**src/rtl/k054000_pkg.sv**
```systemverilog
// Shared definitions for the 054000 bus master: register map, state encodings
// and the request-buffer byte selector.
package k054000_pkg;

    localparam int         NUM_REGS  = 18;
    localparam logic [4:0] READ_ADDR = 5'h18;

    // Chip addresses in issue order; index i of the request maps to ADDR_ROM[i].
    localparam logic [4:0] ADDR_ROM [NUM_REGS] = '{
        5'h01, 5'h02, 5'h03, 5'h04, 5'h06, 5'h0E, 5'h15, 5'h16, 5'h17,
        5'h09, 5'h0A, 5'h0B, 5'h0C, 5'h07, 5'h0F, 5'h11, 5'h12, 5'h13
    };

    typedef enum logic [1:0] {
        CTL_IDLE,
        CTL_SCAN,
        CTL_WRITE,
        CTL_READ
    } ctl_state_t;

    typedef enum logic [2:0] {
        BUS_IDLE,
        BUS_W_SETUP,
        BUS_W_STROBE,
        BUS_W_HOLD,
        BUS_R_ACC,
        BUS_R_SAMPLE
    } bus_state_t;

    typedef struct packed {
        logic [23:0] x_a;
        logic [23:0] x_b;
        logic [23:0] y_a;
        logic [23:0] y_b;
        logic [7:0]  x_c;
        logic [7:0]  x_d;
        logic [7:0]  x_e;
        logic [7:0]  y_c;
        logic [7:0]  y_d;
        logic [7:0]  y_e;
    } req_t;

    function automatic logic [7:0] req_byte(input req_t r, input logic [4:0] idx);
        case (idx)
            5'd0:    req_byte = r.x_a[23:16];
            5'd1:    req_byte = r.x_a[15:8];
            5'd2:    req_byte = r.x_a[7:0];
            5'd3:    req_byte = r.x_e;
            5'd4:    req_byte = r.x_d;
            5'd5:    req_byte = r.x_c;
            5'd6:    req_byte = r.x_b[23:16];
            5'd7:    req_byte = r.x_b[15:8];
            5'd8:    req_byte = r.x_b[7:0];
            5'd9:    req_byte = r.y_a[23:16];
            5'd10:   req_byte = r.y_a[15:8];
            5'd11:   req_byte = r.y_a[7:0];
            5'd12:   req_byte = r.y_e;
            5'd13:   req_byte = r.y_d;
            5'd14:   req_byte = r.y_c;
            5'd15:   req_byte = r.y_b[23:16];
            5'd16:   req_byte = r.y_b[15:8];
            5'd17:   req_byte = r.y_b[7:0];
            default: req_byte = 8'h00;
        endcase
    endfunction

endpackage

```
**src/rtl/k054000_bus_cycle.sv**
```systemverilog
// Single 054000 bus cycle engine: one write (setup/strobe/hold) or one read
// (access then sample of D0). Owns all chip-pin timing.
module k054000_bus_cycle
    import k054000_pkg::*;
#(
    parameter int STROBE_CYCLES = 2,
    parameter int READ_CYCLES   = 2
) (
    input  logic       clk,
    input  logic       reset,
    input  logic       go,
    input  logic       rw,
    input  logic [4:0] addr,
    input  logic [7:0] data,
    input  logic       d0_in,
    output logic       busy,
    output logic       done,
    output logic       sampled,
    output logic [4:0] a,
    output logic [7:0] d_out,
    output logic       d_oe,
    output logic       cs,
    output logic       nwr
);

    bus_state_t phase_reg;
    logic [7:0] cnt_reg;
    logic       accept;

    // A new cycle may chain straight out of a write hold so the final read
    // follows the last write without an idle clock.
    assign accept = go && (phase_reg == BUS_IDLE || phase_reg == BUS_W_HOLD);
    assign busy   = (phase_reg != BUS_IDLE);
    assign done   = (phase_reg == BUS_W_HOLD) || (phase_reg == BUS_R_ACC && cnt_reg == 8'd0);

    always_ff @(posedge clk or posedge reset) begin
        if (reset) begin
            phase_reg <= BUS_IDLE;
            cnt_reg   <= 8'd0;
            a         <= 5'd0;
            d_out     <= 8'h00;
            d_oe      <= 1'b0;
            cs        <= 1'b0;
            nwr       <= 1'b1;
            sampled   <= 1'b0;
        end else begin
            case (phase_reg)
                BUS_W_SETUP: begin
                    nwr       <= 1'b0;
                    cnt_reg   <= 8'(STROBE_CYCLES - 1);
                    phase_reg <= BUS_W_STROBE;
                end
                BUS_W_STROBE: begin
                    if (cnt_reg == 8'd0) begin
                        nwr       <= 1'b1;
                        phase_reg <= BUS_W_HOLD;
                    end else begin
                        cnt_reg <= cnt_reg - 8'd1;
                    end
                end
                BUS_W_HOLD: begin
                    cs        <= 1'b0;
                    d_oe      <= 1'b0;
                    phase_reg <= BUS_IDLE;
                end
                BUS_R_ACC: begin
                    if (cnt_reg == 8'd0) begin
                        sampled   <= d0_in;
                        cs        <= 1'b0;
                        phase_reg <= BUS_R_SAMPLE;
                    end else begin
                        cnt_reg <= cnt_reg - 8'd1;
                    end
                end
                default: phase_reg <= BUS_IDLE;
            endcase

            if (accept) begin
                a   <= addr;
                cs  <= 1'b1;
                nwr <= 1'b1;
                if (rw) begin
                    d_oe      <= 1'b0;
                    cnt_reg   <= 8'(READ_CYCLES - 1);
                    phase_reg <= BUS_R_ACC;
                end else begin
                    d_out     <= data;
                    d_oe      <= 1'b1;
                    phase_reg <= BUS_W_SETUP;
                end
            end
        end
    end

endmodule

```
**src/rtl/k054000_master.sv**
```systemverilog
// Request sequencer for the 054000: latches a request, writes only the
// register bytes that differ from the shadow copy, then reads the hit bit.
module k054000_master
    import k054000_pkg::*;
#(
    parameter int STROBE_CYCLES = 2,
    parameter int READ_CYCLES   = 2
) (
    input  logic        clk,
    input  logic        reset,
    input  logic        start,
    input  logic        full,
    input  logic [23:0] x_a,
    input  logic [23:0] y_a,
    input  logic [23:0] x_b,
    input  logic [23:0] y_b,
    input  logic [7:0]  x_c,
    input  logic [7:0]  x_d,
    input  logic [7:0]  x_e,
    input  logic [7:0]  y_c,
    input  logic [7:0]  y_d,
    input  logic [7:0]  y_e,
    output logic        busy,
    output logic        done,
    output logic        hit,
    output logic [4:0]  a,
    output logic [7:0]  d_out,
    output logic        d_oe,
    input  logic        d0_in,
    output logic        cs,
    output logic        nwr
);

    ctl_state_t state_reg;
    req_t       req_reg;
    logic       full_reg;
    logic [4:0] idx_reg;
    logic       shadow_valid_reg;
    logic [7:0] shadow_mem [NUM_REGS];

    logic [7:0] cur_byte;
    logic       last_idx;
    logic       need_write;
    logic       scan_ok;
    logic       go;
    logic       go_rd;
    logic [4:0] go_addr;
    logic       bus_busy;
    logic       bus_done;

    assign cur_byte   = req_byte(req_reg, idx_reg);
    assign last_idx   = (idx_reg == 5'(NUM_REGS - 1));
    assign need_write = full_reg || !shadow_valid_reg || (cur_byte != shadow_mem[idx_reg]);
    assign scan_ok    = (state_reg == CTL_SCAN) && !bus_busy;

    always_comb begin
        go      = 1'b0;
        go_rd   = 1'b0;
        go_addr = ADDR_ROM[idx_reg];
        if (scan_ok && need_write) begin
            go = 1'b1;
        end else if ((scan_ok || (state_reg == CTL_WRITE && bus_done)) && last_idx) begin
            go      = 1'b1;
            go_rd   = 1'b1;
            go_addr = READ_ADDR;
        end
    end

    always_ff @(posedge clk or posedge reset) begin
        if (reset) begin
            state_reg        <= CTL_IDLE;
            req_reg          <= '0;
            full_reg         <= 1'b0;
            idx_reg          <= 5'd0;
            shadow_valid_reg <= 1'b0;
            busy             <= 1'b0;
            done             <= 1'b0;
        end else begin
            done <= 1'b0;
            case (state_reg)
                CTL_IDLE: begin
                    if (start) begin
                        req_reg   <= '{x_a: x_a, x_b: x_b, y_a: y_a, y_b: y_b,
                                       x_c: x_c, x_d: x_d, x_e: x_e,
                                       y_c: y_c, y_d: y_d, y_e: y_e};
                        full_reg  <= full;
                        idx_reg   <= 5'd0;
                        busy      <= 1'b1;
                        state_reg <= CTL_SCAN;
                    end
                end
                CTL_SCAN: begin
                    if (scan_ok) begin
                        if (need_write)    state_reg <= CTL_WRITE;
                        else if (last_idx) state_reg <= CTL_READ;
                        else               idx_reg   <= idx_reg + 5'd1;
                    end
                end
                CTL_WRITE: begin
                    if (bus_done) begin
                        if (last_idx) begin
                            state_reg <= CTL_READ;
                        end else begin
                            idx_reg   <= idx_reg + 5'd1;
                            state_reg <= CTL_SCAN;
                        end
                    end
                end
                CTL_READ: begin
                    if (bus_done) begin
                        busy             <= 1'b0;
                        done             <= 1'b1;
                        shadow_valid_reg <= 1'b1;
                        state_reg        <= CTL_IDLE;
                    end
                end
                default: state_reg <= CTL_IDLE;
            endcase
        end
    end

    // Shadow contents are meaningless until shadow_valid_reg is set, so no reset.
    always_ff @(posedge clk) begin
        if (state_reg == CTL_WRITE && bus_done) begin
            shadow_mem[idx_reg] <= cur_byte;
        end
    end

    k054000_bus_cycle #(
        .STROBE_CYCLES(STROBE_CYCLES),
        .READ_CYCLES  (READ_CYCLES)
    ) u_bus (
        .clk    (clk),
        .reset  (reset),
        .go     (go),
        .rw     (go_rd),
        .addr   (go_addr),
        .data   (cur_byte),
        .d0_in  (d0_in),
        .busy   (bus_busy),
        .done   (bus_done),
        .sampled(hit),
        .a      (a),
        .d_out  (d_out),
        .d_oe   (d_oe),
        .cs     (cs),
        .nwr    (nwr)
    );

endmodule

```
**config.mk**
```make
export PLATFORM = sky130hd
export DESIGN_NAME = k054000_master
export DESIGN_NICKNAME = d
export VERILOG_FILES = /design/src/rtl/k054000_pkg.sv /design/src/rtl/k054000_bus_cycle.sv /design/src/rtl/k054000_master.sv
export SDC_FILE = /design/constraint.sdc
export NUM_CORES = 1
export LEC_CHECK = 0
export ABC_CLOCK_PERIOD_IN_PS = 8400
export CAP_MARGIN = 20
export CORE_MARGIN = 4
export CORE_UTILIZATION = 55
export CTS_CLUSTER_DIAMETER = 100
export DETAILED_ROUTE_END_ITERATION = 8
export PLACE_DENSITY = 0.78
export SLEW_MARGIN = 30
export SYNTH_ARGS = -nofsm -noshare
export SYNTH_HDL_FRONTEND = slang
export SYNTH_HIERARCHICAL = 1
export SYNTH_SLANG_ARGS = --single-unit
```
**constraint.sdc**
```tcl
create_clock -name clk -period 8.4 [get_ports clk]
set_input_delay 1.68 -clock clk [delete_from_list [all_inputs] [get_ports clk]]
set_output_delay 1.68 -clock clk [all_outputs]
set_load 0.03 [all_outputs]
```
==> Flow_metrics.wiki <==
{| class="wikitable"
! Metric !! Value
|-
| Run status || complete, no violations
|-
| Power per cell area || 381 nW/µm²
|-
| Path type of the worst setup path || reg -> reg
|-
| Count of distinct cell types in the synthesized netlist || 83
|-
| Synthesized Nets || 1182
|-
| List of cells traversed by the critical path || inv_1 -> ha_1 -> and4bb_2 -> a32o_1 -> nor4_2 -> nand4_1 -> xnor2_1 -> nand4_1 -> nor4_4 -> nand2_1 -> a21o_1 -> nor2b_1 -> and2_1 -> nor2b_2 -> mux2_4
|-
| Vertical die dimension || 172 µm
|-
| Total Die Area || 29700 µm²
|-
| Wire length after detailed routing || 40200 µm
|-
| Worst slew pin tran || 0.991 ns
|-
| Largest incremental delay on the critical path || 0.94 ns
|-
| Number of placement rows || 59
|-
| Final count of negative-setup-slack endpoints || 0
|-
| Seq cells post-synth || 327
|-
| Post-route cell area || 17800 µm²
|-
| Post-layout minimum cycle time || 6.16 ns
|-
| Layout cell share with drive strength beyond 1 || 25.3%
|-
| Area growth, synth to finish || 20.2%
|-
| Post-synth EDFFs || 144
|-
| Share of total power in the clock network || 21.2%
|-
| Largest fanout on the critical path || 23
|-
| Hold Path Sink || req_reg[127]
|-
| Switching portion of total power || 35.6%
|-
| Slowest library cell on the worst path || dfrtp_1
|-
| Antenna Nets Post-Route || 0
|-
| CTS max path bufs || 3
|-
| Number of vias per cell || 6.34
|-
| First-pass GRT wire length || 59800 µm
|-
| Register share of total power || 41.0%
|-
| Arrival time of data at the critical path endpoint || 6.55 ns
|-
| CTS Root Buffer Type || clkbuf_16
|-
| Share of the yosys chip area belonging to registers || 60.0%
|-
| I/O Pins || 168
|-
| Dominant synthesized flop cell || dfrtp_1
|-
| Total half-perimeter wirelength after legalization and detailed placement || 26800 µm
|-
| Lkg Pwr || 0.00674 µW
|-
| VDD IR max || 0.248 mV
|-
| Type of the most critical hold path || reg -> reg
|-
| Vias in the first global route || 9926
|-
| Number of clock sinks seen by CTS || 327
|-
| Total number of H-tree levels || 2
|-
| Core occupancy in the finished layout || 67.9%
|-
| Final period util || 73.3%
|-
| Reg2reg path depth || 15
|-
| First-pass iteration count of the detailed router || 5
|-
| RSZ-0062 raised after global routing || false
|-
| Clock tree from TritonCTS || yes
|-
| Pin count of the biggest net entering global routing || 94
|-
| Final estimated routing congestion in global placement || 0.962
|-
| Final net count || 1333
|-
| DRC violations left || 0
|-
| Number of antenna repair diodes || 0
|-
| TNS Setup || 0 ns
|-
| WL per Instance || 26.3 µm
|-
| Core region area || 26300 µm²
|-
| Worst relative slew slack || 33.6%
|-
| Number of cells on the worst hold path || 1
|-
| Total via count in the routed design || 9694
|-
| Worst reg2reg path startpoint || idx_reg[1]
|-
| Post-Synthesis Cells || 1018
|-
| Highest Clock Rate || 162 MHz
|-
| Net switching power figure || 2420 µW
|-
| Max-slew violation total from the final report || 0
|-
| Fin. Hold Viols || 0
|-
| GRT Overall Usage || 26.8%
|-
| Syn Std Cell Area || 14800 µm²
|-
| Count of max-cap constraint violations || 0
|-
| Warning count from the yosys run || 6
|-
| Average instance area after synthesis || 14.6 µm²
|-
| Required @ worst endpoint || 8.79 ns
|-
| Combinational power share || 37.8%
|-
| Number of buffers inserted by port buffering || 167
|-
| CP Launch Type || flop
|-
| Number of antenna violations at the first check in global routing || 0
|-
| Cell repeated most along the worst path || nand4_1
|-
| Terminus of the critical flop-to-flop path || u_bus/d_out[2]
|-
| Post-CTS setup-driven buffer insertion count || 0
|-
| Clock-pin slew on the worst setup and hold paths || 0.06 ns
|-
| Hold Buf Count CTS || 0
|-
| Horizontal extent of the die || 172 µm
|-
| Worst Clk Skew || 0.0235 ns
|-
| Beginning of the worst hold path || req_reg[127]
|-
| Clk Latency, worst-skew pair || 0.52 ns
|-
| Count of instances resized after the clock tree is built || 0
|-
| Global route total overflow || 0
|-
| Number of DRC violations after detailed-routing iteration 0 || 1090
|-
| Minimum setup slack among reg-to-reg paths || 2.24 ns
|-
| Kind of end point of the critical path || flop
|-
| CTS buffer count || 34
|-
| Area of placed instances || 16800 µm²
|-
| Fraction of synthesis flops using an asynchronous set or reset pin || 56.0%
|-
| Starting density of the core || 56.5%
|-
| Internal power || 4370 µW
|}
-- power groups by stage --
| stage | Clock (µW) | Sequential (µW) | Combinational (µW) |
|---|---|---|---|
| finish | 1440 | 2790 | 2560 |
| global route | 1530 | 2830 | 2730 |
| CTS | 1460 | 2770 | 2540 |
| detailed placement | 0 | 2790 | 2510 |
| global placement | 0 | 2800 | 2450 |
| floorplan | 0 | 2680 | 1790 |
-- synthesized netlist by cell type (all sizes together) (6+ instances only) --
master / number / area (µm²)
a21oi: 17 / 85.1
nor2b: 21 / 131
xnor2: 9 / 78.8
a32o: 6 / 60.1
nand3b: 6 / 45.0
a221oi: 6 / 52.6
nand2b: 9 / 56.3
dfrtp: 182 / 4550
a22o: 13 / 114
nand3: 24 / 125
clkbuf: 33 / 124
a22oi: 16 / 120
buf: 33 / 216
a211oi: 13 / 103
a32oi: 12 / 105
inv: 21 / 78.8
o22ai: 6 / 37.5
nor3: 12 / 60.1
nor2: 35 / 131
ha: 15 / 188
mux2: 181 / 2070
edfxtp: 144 / 4320
mux2i: 20 / 200
nand2: 40 / 150
mux4: 30 / 694
and3: 9 / 56.3
o21ai: 18 / 90.1
nor4: 6 / 65.1
-- critical path, delay by kind of cell (launching register included) --
kind | cells | cell delay [ns]
adder cells (fa/ha/maj) | 1 | 0.50
flip-flops | 1 | 0.94
multiplexers | 1 | 0.35
AND/OR/NAND/NOR | 9 | 3.07
AO/OA/AOI/OAI | 2 | 0.50
buffers and inverters | 1 | 0.24
XOR/XNOR | 1 | 0.42
-- per-stage QoR --
step / setup slack (ns) / power, µW / hold slack, ns / std cells
6_report: 2.24 / 6790 / 0.501 / 1530
5_1_grt: 1.93 / 7090 / 0.508 / 1530
4_1_cts: 2.35 / 6770 / 0.503 / 1530
3_5_place_dp: 2.40 / 5310 / 0.490 / 1468
3_3_place_gp: 2.38 / 5240 / 0.452 / 1468
2_1_floorplan: 2.54 / 4470 / 0.436 / 1018
-- cells by family (layout without fill, tap and decap cells) --
logic type,after synthesis,after routing,share of synthesized area (%)
compound gates,148,148,7.64
xor+xnor,13,13,0.767
fa+ha+maj,15,15,1.26
buf+inv,88,265,2.85
flops,327,327,60.0
mux,231,231,20.0
simple gates,196,196,7.53
-- layout make-up --
class                      count  area, µm²
timing repair buffer         181       1780
fill                        1790       8430
tap                          335        419
clock inverter                22        179
inverter                      22       87.6
clock buffer                  40        883
sequential                   327       8910
multi-input combinational    603       5590
-- placed cells by master, fill, tap and decap left out, types with 9 or more instances in the layout --
cell type / n
dfrtp_1: 180
mux2_2: 167
clkdlybuf4s50_1: 167
edfxtp_1: 144
nand2_1: 39
clkbuf_16: 34
nor2_1: 25
mux4_2: 25
nand3_1: 23
nor2b_1: 20
mux2i_1: 20
inv_1: 18
a21oi_1: 17
a22oi_1: 16
o21ai_0: 16
ha_1: 15
a22o_1: 13
buf_4: 13
a32oi_1: 12
a211oi_1: 12
nor2_2: 10
clkinv_2: 10
nand2b_1: 9
and3_1: 9
nor3_1: 9
xnor2_1: 9
mux2_4: 9
-- how the worst max path moves through the flow --
stage / start / to / slack (ns) / cells past startpoint
finish: idx_reg[1] / u_bus/d_out[2] / 2.24 / 15
CTS: idx_reg[1] / u_bus/d_out[6] / 2.35 / 15
floorplan: reset / busy / 2.54 / 1
global placement: idx_reg[1] / u_bus/d_out[3] / 2.38 / 15
global route: idx_reg[1] / u_bus/d_out[6] / 1.93 / 15
detailed placement: idx_reg[1] / u_bus/d_out[6] / 2.40 / 15
-- per-layer routing --
layer	GRT usage [%]	up-vias	wire, µm	part of all wire [%]
met5	0	-	0	0
met4	8.95	0	1380	3.4
met3	4.85	98	3780	9.4
met2	42.8	539	19000	47
met1	37.7	4868	16100	40
li1	-	4189	-	-
No activity file was read; power rests on OpenSTA's default activity.
